<file path="src/rtl/multicycle_control.sv">
// Main control FSM for the multi-cycle RV32I datapath.
// Walks each instruction through fetch, decode, execute, memory and
// writeback, and drives the datapath mux selects, enables and the 2-bit
// alu_op that the downstream ALU-control decoder expands.
//
// Memory handshake: the FSM presents a request (the fetch in FETCH, the
// read in MEMREAD, or mem_write in MEMWRITE) and holds it steady until
// mem_ready is 1. A request and mem_ready both high in the same cycle is
// one completed transfer, and the FSM leaves the state on that edge, so
// each access is accepted exactly once.
module multicycle_control #(
   parameter int STATE_W = 4
) (
   input  logic               clk,
   input  logic               rst_n,
   input  logic [6:0]         opcode,
   input  logic               zero,
   input  logic               mem_ready,
   output logic               pc_write,
   output logic               adr_src,
   output logic               mem_write,
   output logic               ir_write,
   output logic               reg_write,
   output logic [1:0]         result_src,
   output logic [1:0]         alu_src_a,
   output logic [1:0]         alu_src_b,
   output logic [1:0]         alu_op,
   output logic [1:0]         imm_src,
   output logic               illegal_instr,
   output logic [STATE_W-1:0] state_dbg
);

   typedef enum logic [STATE_W-1:0] {
      S_FETCH    = STATE_W'(0),
      S_DECODE   = STATE_W'(1),
      S_MEMADR   = STATE_W'(2),
      S_MEMREAD  = STATE_W'(3),
      S_MEMWB    = STATE_W'(4),
      S_MEMWRITE = STATE_W'(5),
      S_EXECUTER = STATE_W'(6),
      S_EXECUTEI = STATE_W'(7),
      S_ALUWB    = STATE_W'(8),
      S_BEQ      = STATE_W'(9),
      S_JAL      = STATE_W'(10)
   } state_t;

   localparam logic [6:0] OP_LOAD   = 7'b0000011;
   localparam logic [6:0] OP_STORE  = 7'b0100011;
   localparam logic [6:0] OP_RTYPE  = 7'b0110011;
   localparam logic [6:0] OP_ITYPE  = 7'b0010011;
   localparam logic [6:0] OP_BRANCH = 7'b1100011;
   localparam logic [6:0] OP_JAL    = 7'b1101111;

   state_t state;
   state_t state_next;

   assign state_dbg = state;

   // State register; reset wins over any in-flight instruction or handshake.
   always_ff @(posedge clk) begin
      if (!rst_n) begin
         state <= S_FETCH;
      end else begin
         state <= state_next;
      end
   end

   // Next-state and Moore output decode; everything defaults to 0.
   always_comb begin
      state_next    = S_FETCH;
      pc_write      = 1'b0;
      adr_src       = 1'b0;
      mem_write     = 1'b0;
      ir_write      = 1'b0;
      reg_write     = 1'b0;
      result_src    = 2'b00;
      alu_src_a     = 2'b00;
      alu_src_b     = 2'b00;
      alu_op        = 2'b00;
      imm_src       = 2'b00;
      illegal_instr = 1'b0;

      case (state)
         S_FETCH: begin
            // PC + 4 computed by the ALU goes straight back into the PC.
            adr_src    = 1'b0;
            alu_src_a  = 2'b00;
            alu_src_b  = 2'b10;
            alu_op     = 2'b01;
            result_src = 2'b10;
            ir_write   = mem_ready;
            pc_write   = mem_ready;
            state_next = mem_ready ? S_DECODE : S_FETCH;
         end

         S_DECODE: begin
            // Speculatively compute old PC + imm as the branch/jump target.
            alu_src_a = 2'b01;
            alu_src_b = 2'b01;
            alu_op    = 2'b01;
            case (opcode)
               OP_LOAD: begin
                  imm_src    = 2'b00;
                  state_next = S_MEMADR;
               end
               OP_STORE: begin
                  imm_src    = 2'b01;
                  state_next = S_MEMADR;
               end
               OP_RTYPE: begin
                  imm_src    = 2'b00;
                  state_next = S_EXECUTER;
               end
               OP_ITYPE: begin
                  imm_src    = 2'b00;
                  state_next = S_EXECUTEI;
               end
               OP_BRANCH: begin
                  imm_src    = 2'b10;
                  state_next = S_BEQ;
               end
               OP_JAL: begin
                  imm_src    = 2'b11;
                  state_next = S_JAL;
               end
               default: begin
                  illegal_instr = 1'b1;
                  state_next    = S_FETCH;
               end
            endcase
         end

         S_MEMADR: begin
            // opcode[5] separates store (1) from load (0).
            alu_src_a  = 2'b10;
            alu_src_b  = 2'b01;
            alu_op     = 2'b01;
            imm_src    = opcode[5] ? 2'b01 : 2'b00;
            state_next = opcode[5] ? S_MEMWRITE : S_MEMREAD;
         end

         S_MEMREAD: begin
            adr_src    = 1'b1;
            result_src = 2'b00;
            state_next = mem_ready ? S_MEMWB : S_MEMREAD;
         end

         S_MEMWB: begin
            result_src = 2'b01;
            reg_write  = 1'b1;
            state_next = S_FETCH;
         end

         S_MEMWRITE: begin
            // Request held until accepted; leaving on acceptance gives one write.
            adr_src    = 1'b1;
            result_src = 2'b00;
            mem_write  = 1'b1;
            state_next = mem_ready ? S_FETCH : S_MEMWRITE;
         end

         S_EXECUTER: begin
            alu_src_a  = 2'b10;
            alu_src_b  = 2'b00;
            alu_op     = 2'b00;
            state_next = S_ALUWB;
         end

         S_EXECUTEI: begin
            alu_src_a  = 2'b10;
            alu_src_b  = 2'b01;
            alu_op     = 2'b10;
            imm_src    = 2'b00;
            state_next = S_ALUWB;
         end

         S_ALUWB: begin
            result_src = 2'b00;
            reg_write  = 1'b1;
            state_next = S_FETCH;
         end

         S_BEQ: begin
            // rs1 - rs2; the target from DECODE sits in the ALU-out register.
            alu_src_a  = 2'b10;
            alu_src_b  = 2'b00;
            alu_op     = 2'b11;
            result_src = 2'b00;
            imm_src    = 2'b10;
            pc_write   = zero;
            state_next = S_FETCH;
         end

         S_JAL: begin
            // PC <- target from DECODE while the ALU forms old PC + 4 for rd.
            alu_src_a  = 2'b01;
            alu_src_b  = 2'b10;
            alu_op     = 2'b01;
            result_src = 2'b00;
            pc_write   = 1'b1;
            imm_src    = 2'b11;
            state_next = S_ALUWB;
         end

         default: begin
            state_next = S_FETCH;
         end
      endcase
   end

endmodule

</file>
<file path="config.mk">
export PLATFORM = sky130hd
export DESIGN_NAME = multicycle_control
export DESIGN_NICKNAME = d
export VERILOG_FILES = /design/src/rtl/multicycle_control.sv
export SDC_FILE = /design/constraint.sdc
export NUM_CORES = 1
export LEC_CHECK = 0
export ABC_AREA = 0
export CORE_AREA = 2 2 61 46
export CTS_CLUSTER_SIZE = 30
export DETAILED_ROUTE_END_ITERATION = 16
export DIE_AREA = 0 0 63 48
export SLEW_MARGIN = 10
export SYNTH_ARGS = -nofsm -noshare
export SYNTH_HDL_FRONTEND = slang
export SYNTH_SLANG_ARGS = --single-unit
export TNS_END_PERCENT = 100
</file>
<file path="constraint.sdc">
create_clock -name clk -period 1.8 [get_ports clk]
set_input_delay 0.45 -clock clk [delete_from_list [all_inputs] [get_ports clk]]
set_output_delay 0.45 -clock clk [all_outputs]
set_load 0.005 [all_outputs]
</file>
==> metrics.cfg <==
[sta]
worst_slack_ns=-0.0529
fin_crit_sh=1.03
slew_viol_final=0
worst_pin_slew_ns=0.345
setup_violations=2
maxSlewHeadroom=0.769
grt_setup_unrepaired=true
finClkSkew_ns=0.00204
finalHoldViolCount=0
fin_crit_ns=1.85
max_freq_mhz=540

[yosys]
syn_area_um2=572
synth_seq_cells=4
syn-mean-instance-area_um2=6.42
ys_warn_count=0
async_reset_ff_frac=0
ys_types=32
netlist_instances=89
ys.flop_type=dfxtp_1
synth_edf_count=0
syn_nets=100
yosysSeqAreaShare=0.140

[worst_setup_path]
crit_path_max_incr_delay_ns=0.36
path_max_fanout=5
crit_chain=nand2b_4 > buf_6 > nor4_4 > o2111ai_2 > nand2_1 > buf_2
startpoint_type=register
criticalPathCategory=reg2out
critPathRequiredTime_ns=1.35
crit_slowest_cell=dfxtp_4
arrival_ns=1.40
end_kind=primary output

[placement]
hpwl_mm=1.61
place_area_mm2=0.00111
port_buffers=30
gp_congestion=0.817

[clock_network]
cts_buffers=3
clockBufferDepth=2
htree_levels=1
clkTransAtPathRegs_ns=0.04
cts_tree=yes
clock_latency_ns=0.23
cts-hold-fix-buffers=0
cts.sinks=4
clockRootBuffer=clkbuf_4

[final_layout]
final_nets=176
final_common_cell=buf_4
area_growth_pct=133
fill_cells=227
antenna_cells=0
final_cell_mix=42 x buf_4, 9 x nor2_1, 8 x buf_2, 8 x clkbuf_2, 7 x nand2_1
largest_reg_flops=4
drive_above_1_share=0.607
final_area_mm2=0.00133

[grt]
grt_pass1_vias=864
grt_max_degree=11
grt_antenna_before_repair=0
grt.total_usage=0.154
grt_pass1_wl_mm=3.71
grt_remaining_overflow=0

[detailed_routing]
first_pass_iters=4
wl_per_cell_um=12.3
num_vias=881
drtIter0Drc=16
drc=0
vias_per_cell=4.47
routed_wl_mm=2.42
ant_nets=0

[die]
die_w_um=63
die_area_mm2=0.00302
dieHeight_um=48
start_util=0.240
core_area_mm2=0.00238
row_count=15
ios=31

[status]
outcome=finished, violations left
violations=setup timing

[worst_hold_path]
hold_path.class=reg2reg

[power]
total_power_w=0.000346
pwr_density_cell_mw_per_mm2=260
p_leak_nw=0.680
ir_drop_mv=0.173

[run]
drv_cap=0

## synth_stat cells (all sizes together) (2+ instances only)
cell type | count | share of area
nor2 | 13 | 0.085
a21oi | 10 | 0.088
nand2 | 9 | 0.059
o21ai | 8 | 0.070
inv | 6 | 0.039
buf | 5 | 0.066
dfxtp | 4 | 0.14
nand2b | 4 | 0.057
and2 | 3 | 0.033
nand3 | 3 | 0.026
nor3 | 3 | 0.026
a22oi | 2 | 0.026
mux2i | 2 | 0.035
nor4 | 2 | 0.048
or2 | 2 | 0.022
## through the flow
step	utilization	hold WS (ns)	cells	setup TNS [ns]	setup slack, ns
4_1_cts	0.530	0.569	191	-0.552	-0.240
3_3_place_gp	0.467	0.673	179	-3.97	-0.724
5_1_grt	0.560	0.617	197	-0.377	-0.131
2_1_floorplan	-	0.618	89	0	0.195
3_5_place_dp	0.467	0.670	179	-4.23	-0.760
6_report	0.560	0.584	197	-0.0778	-0.0529
## path summary, 6_finish.rpt
| path | from | end | slack [ns] | cells past startpoint |
|---|---|---|---|---|
| worst min-delay path | state_dbg[1]$_SDFF_PN0_ | state_dbg[3]$_SDFF_PN0_ | 0.58 | 2 |
| worst max register to register | state_dbg[1]$_SDFF_PN0_ | state_dbg[2]$_SDFF_PN0_ | 0.39 | 7 |
| worst max-delay path | state_dbg[1]$_SDFF_PN0_ | imm_src[0] | -0.05 | 6 |
| worst min register to register | state_dbg[1]$_SDFF_PN0_ | state_dbg[3]$_SDFF_PN0_ | 0.58 | 2 |
## logic make-up after synthesis
group / Yosys count / share of synthesized area
AND/OR/NAND/NOR: 42 / 0.396
AO/OA/AOI/OAI: 26 / 0.267
buffers and inverters: 12 / 0.112
flip-flops: 4 / 0.140
multiplexers: 3 / 0.0547
XOR/XNOR: 2 / 0.0306
## worst max-delay path: cells and delay by family, from the launching register on
family          cells  cell delay (ns)
simple gates        3             0.41
buf+inv             2             0.24
compound gates      1             0.16
flops               1             0.36
## report_power, final
| group | internal (W) | leakage, nW | switching, W | total (W) |
|---|---|---|---|---|
| clock network | 0.0000741 | 0.0138 | 0.0000299 | 0.000104 |
| registers | 0.0000861 | 0.0355 | 0.00000341 | 0.0000895 |
| logic | 0.0000863 | 0.630 | 0.0000664 | 0.000153 |
## layout make-up
type | count | area (um^2) | share of cell area
Timing Repair Buffer | 77 | 597 | 0.447
Multi-Input combinational cell | 73 | 554 | 0.416
Sequential cell | 4 | 95.1 | 0.0713
Tap cell | 34 | 42.5 | 0.0319
Clock buffer | 3 | 22.5 | 0.0169
Inverter | 6 | 22.5 | 0.0169
## metal layers
| metal | part of all wire | GRT usage |
|---|---|---|
| met5 | 0 | 0 |
| met4 | 0.018 | 0.0400 |
| met3 | 0.034 | 0.0188 |
| met2 | 0.49 | 0.291 |
| met1 | 0.46 | 0.192 |
## what timing repair did
item	CTS	global route
gates cloned	0	0
pin swaps	14	8
gates resized for setup	85	33
setup endpoints to repair	19	13
setup buffers	9	6
(Power assumes the default switching activity.)
